==> config.mk <==
export PLATFORM = sky130hd
export DESIGN_NAME = hazard_ctrl
export DESIGN_NICKNAME = d
export VERILOG_FILES = /design/src/rtl/hazard_ctrl.sv
export SDC_FILE = /design/constraint.sdc
export NUM_CORES = 1
export LEC_CHECK = 0
export BUFFER_PORTS_ARGS = -buffer_cell sky130_fd_sc_hd__buf_2
export CORE_ASPECT_RATIO = 0.8
export CORE_MARGIN = 1
export CORE_UTILIZATION = 40
export DETAILED_ROUTE_END_ITERATION = 6
export PLACE_DENSITY = 0.64
export SLEW_MARGIN = 30
export SYNTH_ARGS = -nofsm -noshare
export SYNTH_HDL_FRONTEND = slang
export SYNTH_SLANG_ARGS = --single-unit
export TNS_END_PERCENT = 50
==> constraint.sdc <==
create_clock -name clk -period 4.3 [get_ports clk]
set_clock_uncertainty 0.15 [all_clocks]
set_input_delay 0.43 -clock clk [delete_from_list [all_inputs] [get_ports clk]]
set_output_delay 0.43 -clock clk [all_outputs]
set_load 0.01 [all_outputs]
==> src/rtl/hazard_ctrl.sv <==
// Hazard controller for the five-stage RV64I+Zba pipeline: execute-stage
// forwarding, load-use and branch stall/flush, multi-cycle op sequencing
// with a timeout watchdog, and a saturating stall-cycle counter.
//
// state | meaning
// IDLE  | no multi-cycle op in flight; MDStart issued when one reaches E
// BUSY  | multi-cycle unit working; pipeline held until MDDone or abort
module hazard_ctrl #(
  parameter int MD_TIMEOUT = 64,
  parameter int CNT_W      = 32
) (
  input  logic             clk,
  input  logic             rst,
  input  logic [4:0]       Rs1_D,
  input  logic [4:0]       Rs2_D,
  input  logic [4:0]       Rs1_E,
  input  logic [4:0]       Rs2_E,
  input  logic [4:0]       Rd_E,
  input  logic [4:0]       Rd_M,
  input  logic [4:0]       Rd_W,
  input  logic             RegWrite_M,
  input  logic             RegWrite_W,
  input  logic             LoadOp_E,
  input  logic             PCSrc_E,
  input  logic             MulDiv_E,
  input  logic             MDDone,
  output logic [1:0]       ForwardA_E,
  output logic [1:0]       ForwardB_E,
  output logic             Stall_F,
  output logic             Stall_D,
  output logic             Stall_E,
  output logic             Flush_D,
  output logic             Flush_E,
  output logic             Flush_M,
  output logic             MDStart,
  output logic             MDAbort,
  output logic             MDTimeout,
  output logic [CNT_W-1:0] StallCount
);

  localparam int BCW = (MD_TIMEOUT > 1) ? $clog2(MD_TIMEOUT) : 1;
  localparam logic [BCW-1:0] CNT_LAST = BCW'(MD_TIMEOUT - 1);

  localparam logic [0:0] IDLE = 1'b0;
  localparam logic [0:0] BUSY = 1'b1;

  logic [0:0]     state;
  logic [BCW-1:0] busy_cnt;
  logic           lw_stall;
  logic           md_stall;
  logic           abort;

  // Forwarding selects; memory stage beats writeback, x0 never forwards.
  always_comb begin
    ForwardA_E = 2'b00;
    ForwardB_E = 2'b00;
    if (!rst) begin
      if (RegWrite_M && (Rd_M != 5'd0) && (Rd_M == Rs1_E))
        ForwardA_E = 2'b10;
      else if (RegWrite_W && (Rd_W != 5'd0) && (Rd_W == Rs1_E))
        ForwardA_E = 2'b01;
      if (RegWrite_M && (Rd_M != 5'd0) && (Rd_M == Rs2_E))
        ForwardB_E = 2'b10;
      else if (RegWrite_W && (Rd_W != 5'd0) && (Rd_W == Rs2_E))
        ForwardB_E = 2'b01;
    end
  end

  // Stall/flush decode; every control output is forced low while reset is held.
  always_comb begin
    lw_stall = LoadOp_E && (Rd_E != 5'd0) && ((Rd_E == Rs1_D) || (Rd_E == Rs2_D));
    abort    = (state == BUSY) && !MDDone && (busy_cnt == CNT_LAST);
    md_stall = ((state == IDLE) && MulDiv_E) ||
               ((state == BUSY) && !MDDone && !abort);
    Stall_F  = !rst && (lw_stall || md_stall);
    Stall_D  = Stall_F;
    Stall_E  = !rst && md_stall;
    Flush_M  = !rst && md_stall;
    Flush_D  = !rst && PCSrc_E;
    // Execute holds the multi-cycle op, so it is never bubbled underneath it.
    Flush_E  = !rst && (lw_stall || PCSrc_E) && !md_stall;
    MDStart  = !rst && (state == IDLE) && MulDiv_E;
    MDAbort  = !rst && abort;
  end

  // Multi-cycle sequencing, watchdog counter and sticky timeout flag.
  always_ff @(posedge clk or posedge rst) begin
    if (rst) begin
      state     <= IDLE;
      busy_cnt  <= '0;
      MDTimeout <= 1'b0;
    end else begin
      case (state)
        IDLE: begin
          busy_cnt <= '0;
          if (MulDiv_E) state <= BUSY;
        end
        default: begin
          if (MDDone || abort) begin
            state    <= IDLE;
            busy_cnt <= '0;
          end else begin
            busy_cnt <= busy_cnt + 1'b1;
          end
        end
      endcase
      if (abort) MDTimeout <= 1'b1;
    end
  end

  // Performance counter of fetch-stall cycles, saturating at all-ones.
  always_ff @(posedge clk or posedge rst) begin
    if (rst)
      StallCount <= '0;
    else if (Stall_F && (StallCount != {CNT_W{1'b1}}))
      StallCount <= StallCount + 1'b1;
  end

endmodule

Word level (Yosys, flattened, before mapping)
Cells that the tools add are included.
Word-level totals
  flip-flop bits (word level): 40
  bits in latches: 0
  bits in writable memories: 0
  memory bits (read-only): 0
  bits of input ports: 43
  output and inout bits: 45
  word-level logic and storage cells: 59
  memories kept: 0
Cells by class
  add/subtract/negate cells: 2
  multiply operators: 0
  div/mod/pow operators: 0
  magnitude comparators: 0
  equal/unequal tests: 8
  shift operators: 0
  multiplexer cells: 11
  bitwise gates (word level): 1
  reduce and logical (&&, ||, !) cells: 33
Operator list (count)
  adder 32 x 1 -> 32 bit (second input constant): 1
  != test 32 bit (second input constant): 1
  equality test 5 bit: 6
  logical AND 1 bit: 21
  nonzero test 5 bit: 3
  two-way mux 6 bit: 2
  two-way mux 2 bit: 4
  adder 6 x 1 -> 6 bit (second input constant): 1
  equality test 6 bit (second input constant): 1
  logical OR 1 bit: 5
  two-way mux 1 bit: 5
  logical NOT 1 bit: 4
  NOT 1 bit: 1

Longest topological paths before layout
Gate-level depths: netlist of run 1.
  depth after elaboration: 9
  depth in mapped cells: 8
  mapped depth without buffers: 7

Worst setup path after synthesis of run 1
No wires, ideal clock.
  kind: input-to-output
  from: input port rst
  to: output port ForwardA_E[0]
  arrival time: 2.587 ns
  required time: 3.720 ns
  slack: 1.133 ns
  stages on the path: 5
  buffers on the path: 1
  path through: clkbuf_1 -> inv_1 -> o211ai_1 -> or4_1 -> nor4_1
Between the ends
  cells in the longest elaborated chain, start to end: 1
Ends and longest elaborated chain
  start: declaration: line 13  | input logic rst,
  two-way mux 2 bit: line 57  | if (!rst) begin
  end: declaration: line 27  | output logic [1:0] ForwardA_E,
Every way passes these cells.

Worst setup path in the final report of run 1
  from: register busy_cnt[0]
  to: output port Stall_D
Between the ends
  cells in the longest elaborated chain, start to end: 7
Ends and longest elaborated chain
  start: declaration: line 48  | logic [BCW-1:0] busy_cnt;
  start signal: assignment: line 103  | busy_cnt <= busy_cnt + 1'b1;
  equality test 6 bit: line 72  | abort = (state == BUSY) && !MDDone && (busy_cnt == CNT_LAST);
  logical AND 1 bit: line 72
  logical NOT 1 bit: line 74  | ((state == BUSY) && !MDDone && !abort);
  logical AND 1 bit: line 74
  logical OR 1 bit: line 73  | md_stall = ((state == IDLE) && MulDiv_E) ||
  logical OR 1 bit: line 75  | Stall_F = !rst && (lw_stall || md_stall);
  logical AND 1 bit: line 75
  end: declaration: line 30  | output logic Stall_D,
Every way passes these cells.

==> impl_metrics.csv, run 1 <==
group,metric,value,unit
critical_path,crit_arrival,2.41,ns
drt,post_drt_wl_per_cell,13.3,um
pwr,p_leak,0.00146,uW
sta,finalHoldViolations,0,
clock_network,clock_latency,0.29,ns
pwr,power_density,311,mW/mm2
clock_network,clock_path_buffers,2,
yosys,postSynth.asyncResetShare,100,%
sta,slew_headroom,55.6,%
sta,finalSetupViolCount,0,
clock_network,postCtsSetupRepairBufs,0,
sta,tightestPinTransition,0.666,ns
sta,period_minus_slack,2.99,ns
sta,grt_setup_unrepaired,"false",
finish,final_area,0.00309,mm2
drt,drtIter0Drc,107,
drt,ant_nets,0,
finish,n_antenna_cell,0,
clock_network,htreeDepth,2,
yosys,synth_seq_area_share,40.7,%
global_route,grt_pass1_wl,9430,um
critical_path,crit_type,"register to primary output",
floorplanning,rows,25,
clock_network,clkSinkCount,40,
placement,dpl.cell_count,411,
floorplanning,die-area,0.00647,mm2
yosys,syn_nets,296,
critical_path,cp-end-kind,"primary output",
floorplanning,dieWidth,89.7,um
placement,place_hpwl,4300,um
global_route,grt_max_degree,42,
finish,finalNonFillerCells,419,
clock_network,cts_buffers,5,
placement,place_congestion,0.802,
placement,place_area,0.00296,mm2
yosys,ys.flop_type,"dfrtp_1",
critical_path,cp_max_fo,23,
clock_network,cts-root-buf,"clkbuf_8",
sta,fin_crit_sh,69.6,%
critical_path,crit_required,3.72,ns
clock_network,clk_pin_slew,0.08,ns
sta,clock.fmax,334,MHz
floorplanning,initial_core_util,41.6,%
finish,final_nets,382,
floorplanning,die_y,72.1,um
global_route,antenna_found_initial,0,
placement,io_buffers,87,
clock_network,hold_buffers,0,
global_route,grt_use_total,18.9,%
yosys,ys_types,36,
run_status,status,"finished, final reports clean",
yosys,synth_warnings,0,
sta,slew_viol_final,0,
floorplanning,core,0.00591,mm2
clock_network,post_cts_resized,0,
yosys,synth_seq_cells,40,
drt,via_count,2080,
yosys,synth-edff-count,0,
floorplanning,ios,88,
finish,syn2layout_area_growth,25.5,%
worst_hold_path,worst_hold_path_type,"input pin to async pin",
drt,finalWirelength,5590,um
yosys,netlist_area,0.00246,mm2
sta,setup_tns,0,ns
finish,layout-drive-gt1-share,32.8,%
yosys,syn_inst,251,
yosys,syn_area_per_cell,9.80,um2
drt,drc,0,
global_route,first_global_vias,2032,
global_route,grt_overflow,0,
pwr,ir_drop,0.000189,V
clock_network,cts_tree,"built",
drt,dr.pass1.iters,4,
drt,avgViaCountPerCell,4.96,
job,maxCapViolCount,0,
critical_path,start_kind,"register",
-- cell families after synthesis --
family,after synthesis,synth area share (%)
adders and majority gates,2,1.02
muxes,1,0.458
and+or+nand+nor,117,28.5
DFF,40,40.7
buffers and inverters,14,2.95
AOI/OAI and AO/OA,14,3.92
xor gates and xnor gates,63,22.4
-- layer usage --
layer / vias up / wire length [um] / global-route usage [%]
met1: 982 / 2790 / 26.2
li1: 1051 / - / -
met5: - / 0 / 0
met2: 41 / 2550 / 29.1
met4: 0 / 76 / 7.41
met3: 6 / 176 / 3.53
-- worst max-delay path: stages, from the launching register on --
cell,delay (ns)
dfrtp_1,0.40
ha_1,0.22
and3_1,0.18
a31o_2,0.30
a21oi_1,0.22
o21bai_4,0.34
buf_4,0.30
buf_2,0.15
-- placed cells by master, fill, tap and decap left out, types with 3 or more instances in the layout --
cell type   n
and3_1     12
buf_2      87
xor2_1     21
nor4_1      5
nand4_1    11
clkbuf_8    6
nand3_2     8
a21oi_1     3
xnor2_1    42
inv_1       4
and4_1      7
or4_1       7
nand3_1    18
nand2b_1    3
nor3_1      8
nand2_1    12
nor2_1     17
dfrtp_1    40
and2_1      4
-- cell usage after synthesis, types with 4 or more instances --
| cell | count | area share, % |
|---|---|---|
| xnor2_1 | 42 | 15 |
| nand3_2 | 8 | 3.3 |
| nand3_1 | 18 | 3.7 |
| nand2_1 | 12 | 1.8 |
| or4_1 | 7 | 2.1 |
| and3_1 | 12 | 3.1 |
| xor2_1 | 21 | 7.5 |
| nor4_1 | 5 | 1.3 |
| nor3_1 | 8 | 1.6 |
| and4_1 | 7 | 2.5 |
| and2_1 | 4 | 1.0 |
| nand4_1 | 11 | 2.8 |
| dfrtp_1 | 40 | 41 |
| inv_1 | 4 | 0.61 |
| nor2_1 | 17 | 2.6 |
| buf_2 | 4 | 0.81 |
-- final cells by class --
| class | instances | area [um2] |
|---|---|---|
| clock buffers | 6 | 82.6 |
| clock inverters | 2 | 38.8 |
| fillers | 572 | 2830 |
| inverters | 4 | 15.0 |
| multi-input cells | 197 | 1400 |
| flip-flops and latches | 40 | 1000 |
| well taps | 81 | 101 |
| repair buffers | 89 | 450 |
-- stage by stage --
| stage | hold slack, ns | setup WS (ns) | utilization, % | power (uW) |
|---|---|---|---|---|
| after floorplan | 0.282 | 1.13 | - | 560 |
| final | 0.204 | 1.31 | 52.2 | 959 |
| after CTS | 0.222 | 1.18 | 52.1 | 969 |
| after global routing | 0.263 | 1.16 | 52.2 | 1010 |
| after global placement | 0.297 | 1.40 | 50.0 | 642 |
| after detailed placement | 0.303 | 1.32 | 50.0 | 646 |
-- where the power goes --
group          internal (uW)  total [uW]  switching [uW]
registers                404         438            34.5
logic                   88.6         201             112
clock network            190         321             131
total                    682         959             277
-- registers in the layout, indices dropped and copies added (netlist names) --
signal	cells
StallCount	32
busy_cnt	6
MDTimeout	1
state	1
-- worst paths after layout --
path                               start              to  slack (ns)  depth (start not counted)
min reg2reg                  busy_cnt[0]     busy_cnt[0]        0.31                          1
max in group asynchronous            rst   StallCount[9]        3.44                          3
max                          busy_cnt[0]         Stall_D        1.31                          7
min in group clk                MulDiv_E           state        0.26                          3
max reg2reg                StallCount[3]   StallCount[1]        1.58                          6
min                                  rst  StallCount[12]        0.20                          3
Power figures use the tool's default switching activity.
==> inputs of run 2 (changes only) <==
- PLACE_DENSITY: 0.64 -> 0.66
- clock period: 4.3 -> 2.4 ns (I/O delays scaled with it)
==> run 2 against run 1 <==
  * Die area stayed put
  * Final area is 5.6% higher
  * Register-to-register slack worse by 1.5 ns
  * Worst hold slack worse by 0.20 ns
  * Core utilization is 2.9 points higher
  * Sequential share of layout area is 1.7 points lower
  * Non-clock buffer count is 14 higher
  * First-iteration DRC count is 24% lower
  * Critical path type unchanged
  * Critical endpoint is now Stall_F
==> impl_metrics.csv, run 2 (synthesis gave the netlist of run 1 again) <==
group,metric,value,unit
run_status,status,"finished, final reports clean",
sta,slew_headroom,66.4,%
clock_network,clock_path_buffers,2,
floorplanning,ios,88,
job,maxCapViolCount,0,
sta,clock.fmax,435,MHz
finish,biggestRegsByFlops,"StallCount x32, busy_cnt x6",
clock_network,cts_tree,"built",
sta,finalHoldViolations,0,
floorplanning,initial_core_util,41.6,%
critical_path,r2r_cells,9,
clock_network,cts-root-buf,"clkbuf_8",
pwr,p_leak,0.00154,uW
finish,final_area,0.00326,mm2
drt,drtIter0Drc,81,
finish,largest_reg_flops,32,
finish,regMostFlops,"StallCount",
pwr,power_density,558,mW/mm2
critical_path,crit_required,2.01,ns
finish,n_antenna_cell,0,
placement,place_congestion,0.836,
worst_hold_path,worst_hold_path_type,"input pin to async pin",
clock_network,clock_latency,0.30,ns
drt,ant_nets,0,
placement,place_hpwl,4620,um
drt,via_count,2199,
sta,setup_tns,0,ns
finish,finalNonFillerCells,433,
sta,slew_viol_final,0,
critical_path,cp-startpoint,"busy_cnt[0]",
floorplanning,dieWidth,89.7,um
finish,num-fill-cells,567,
drt,post_drt_wl_per_cell,14.1,um
critical_path,r2r_start,"busy_cnt[0]",
drt,dr.pass1.iters,4,
critical_path,r2r-end,"StallCount[23]",
sta,finalSetupViolCount,0,
global_route,grt_max_degree,26,
placement,io_buffers,87,
floorplanning,die_y,72.1,um
critical_path,start_kind,"register",
placement,place_area,0.00305,mm2
clock_network,cts_buffers,5,
critical_path,cp.buffers_inverters,2,
pwr,ir_drop,0.000407,V
drt,finalWirelength,6090,um
critical_path,cp_slowest_cell,"dfrtp_1",
sta,grt_setup_unrepaired,"false",
finish,layout-drive-gt1-share,36.1,%
critical_path,crit_path_max_incr_delay,0.40,ns
sta,tightestPinTransition,0.500,ns
critical_path,cp_max_fo,6,
clock_network,clkSinkCount,40,
floorplanning,core,0.00591,mm2
global_route,grt_pass1_wl,9790,um
floorplanning,rows,25,
critical_path,path_cells,"ha_1 -> and3_4 -> a31o_4 -> a21oi_4 -> o21bai_4 -> buf_12 -> buf_2",
critical_path,rrSetupSlack,0.11,ns
critical_path,crit_arrival,1.91,ns
critical_path,crit_family,"compound AO/OA/AOI/OAI gates",
sta,period_minus_slack,2.30,ns
critical_path,crit_type,"register to primary output",
global_route,grt_use_total,20.0,%
global_route,antenna_found_initial,0,
global_route,first_global_vias,2040,
finish,mostFrequentLayoutCell,"buf_2",
drt,drc,0,
finish,syn2layout_area_growth,32.6,%
sta,fin_crit_sh,95.8,%
drt,avgViaCountPerCell,5.08,
floorplanning,die-area,0.00647,mm2
global_route,grt_overflow,0,
placement,dpl.cell_count,420,
clock_network,clk_pin_slew,0.09,ns
finish,final_nets,396,
finish,final_cell_mix,"87 x buf_2, 42 x xnor2_1, 40 x dfrtp_1, 21 x xor2_1, 18 x nand3_1",
clock_network,htreeDepth,2,
critical_path,cp-end-kind,"primary output",
[run 2: changes by cell type in the layout (fill, tap and decap cells not counted)]
cell and delta:
buf_4 +11, a21oi_1 -1, a21oi_4 +1, a31o_2 -1, a31o_4 +1, and3_1 -1, and3_4 +1, buf_12 +1
bufbuf_16 +1, clkinvlp_4 +1, dlygate4sd3_1 +1, inv_1 -1
[run 2: metrics by stage]
step	total power (uW)	utilization, %	hold WS, ns	setup WS [ns]
floorplan	1010	-	0.279	0.00735
global placement	1200	51.5	0.276	0.165
detailed placement	1210	51.5	0.277	0.136
CTS	1830	54.9	0.00418	0.0252
global route	1900	55.2	0.0441	0.00751
finish	1820	55.2	0.00384	0.101
[run 2: repair_timing]
action | in CTS | in global routing
resized for setup | 2 | 2
hold buffers | 1 | 0
pin swaps | 0 | 1
gates cloned | 1 | 0
endpoints found under the hold margin | 15 | 0
setup buffers | 3 | 0
endpoints found under the setup margin | 2 | 8
[run 2: layer usage]
metal,GRT usage [%],vias up,routed length (um)
met2,31.3,55,2830
met4,5.64,0,71
met3,4.10,8,251
li1,-,1090,-
met1,28.1,1046,2940
met5,0,-,0
[run 2: where the power goes]
part	total [uW]	internal, uW	switching (uW)
Clock	591	340	251
Combinational	463	224	239
Sequential	764	723	40.9
Total	1820	1290	531
[run 2: worst max-delay path by stage]
stage / end / cells past startpoint / slack, ns
global placement: StallCount[14] / 8 / 0.16
floorplan: ForwardA_E[0] / 5 / 0.007
CTS: Stall_F / 7 / 0.03
detailed placement: ForwardA_E[0] / 6 / 0.14
global route: ForwardA_E[0] / 6 / 0.008
finish: Stall_F / 7 / 0.10
[run 2: worst reg2reg max path, stage by stage, from the launching register on]
cell       delay (ns)
dfrtp_1          0.40
ha_1             0.22
and3_4           0.17
a31o_4           0.27
a21oi_4          0.13
o21bai_4         0.17
buf_4            0.17
bufbuf_16        0.27
nand3_1          0.09
xnor2_1          0.15
[run 2: layout make-up]
cell class	count	area, um2	share of cell area [%]
Timing Repair Buffer	103	596	18.3
Sequential cell	40	1000	30.7
Clock buffer	6	82.6	2.53
Tap cell	81	101	3.11
Inverter	4	18.8	0.576
Clock inverter	2	38.8	1.19
Multi-Input combinational cell	197	1420	43.6
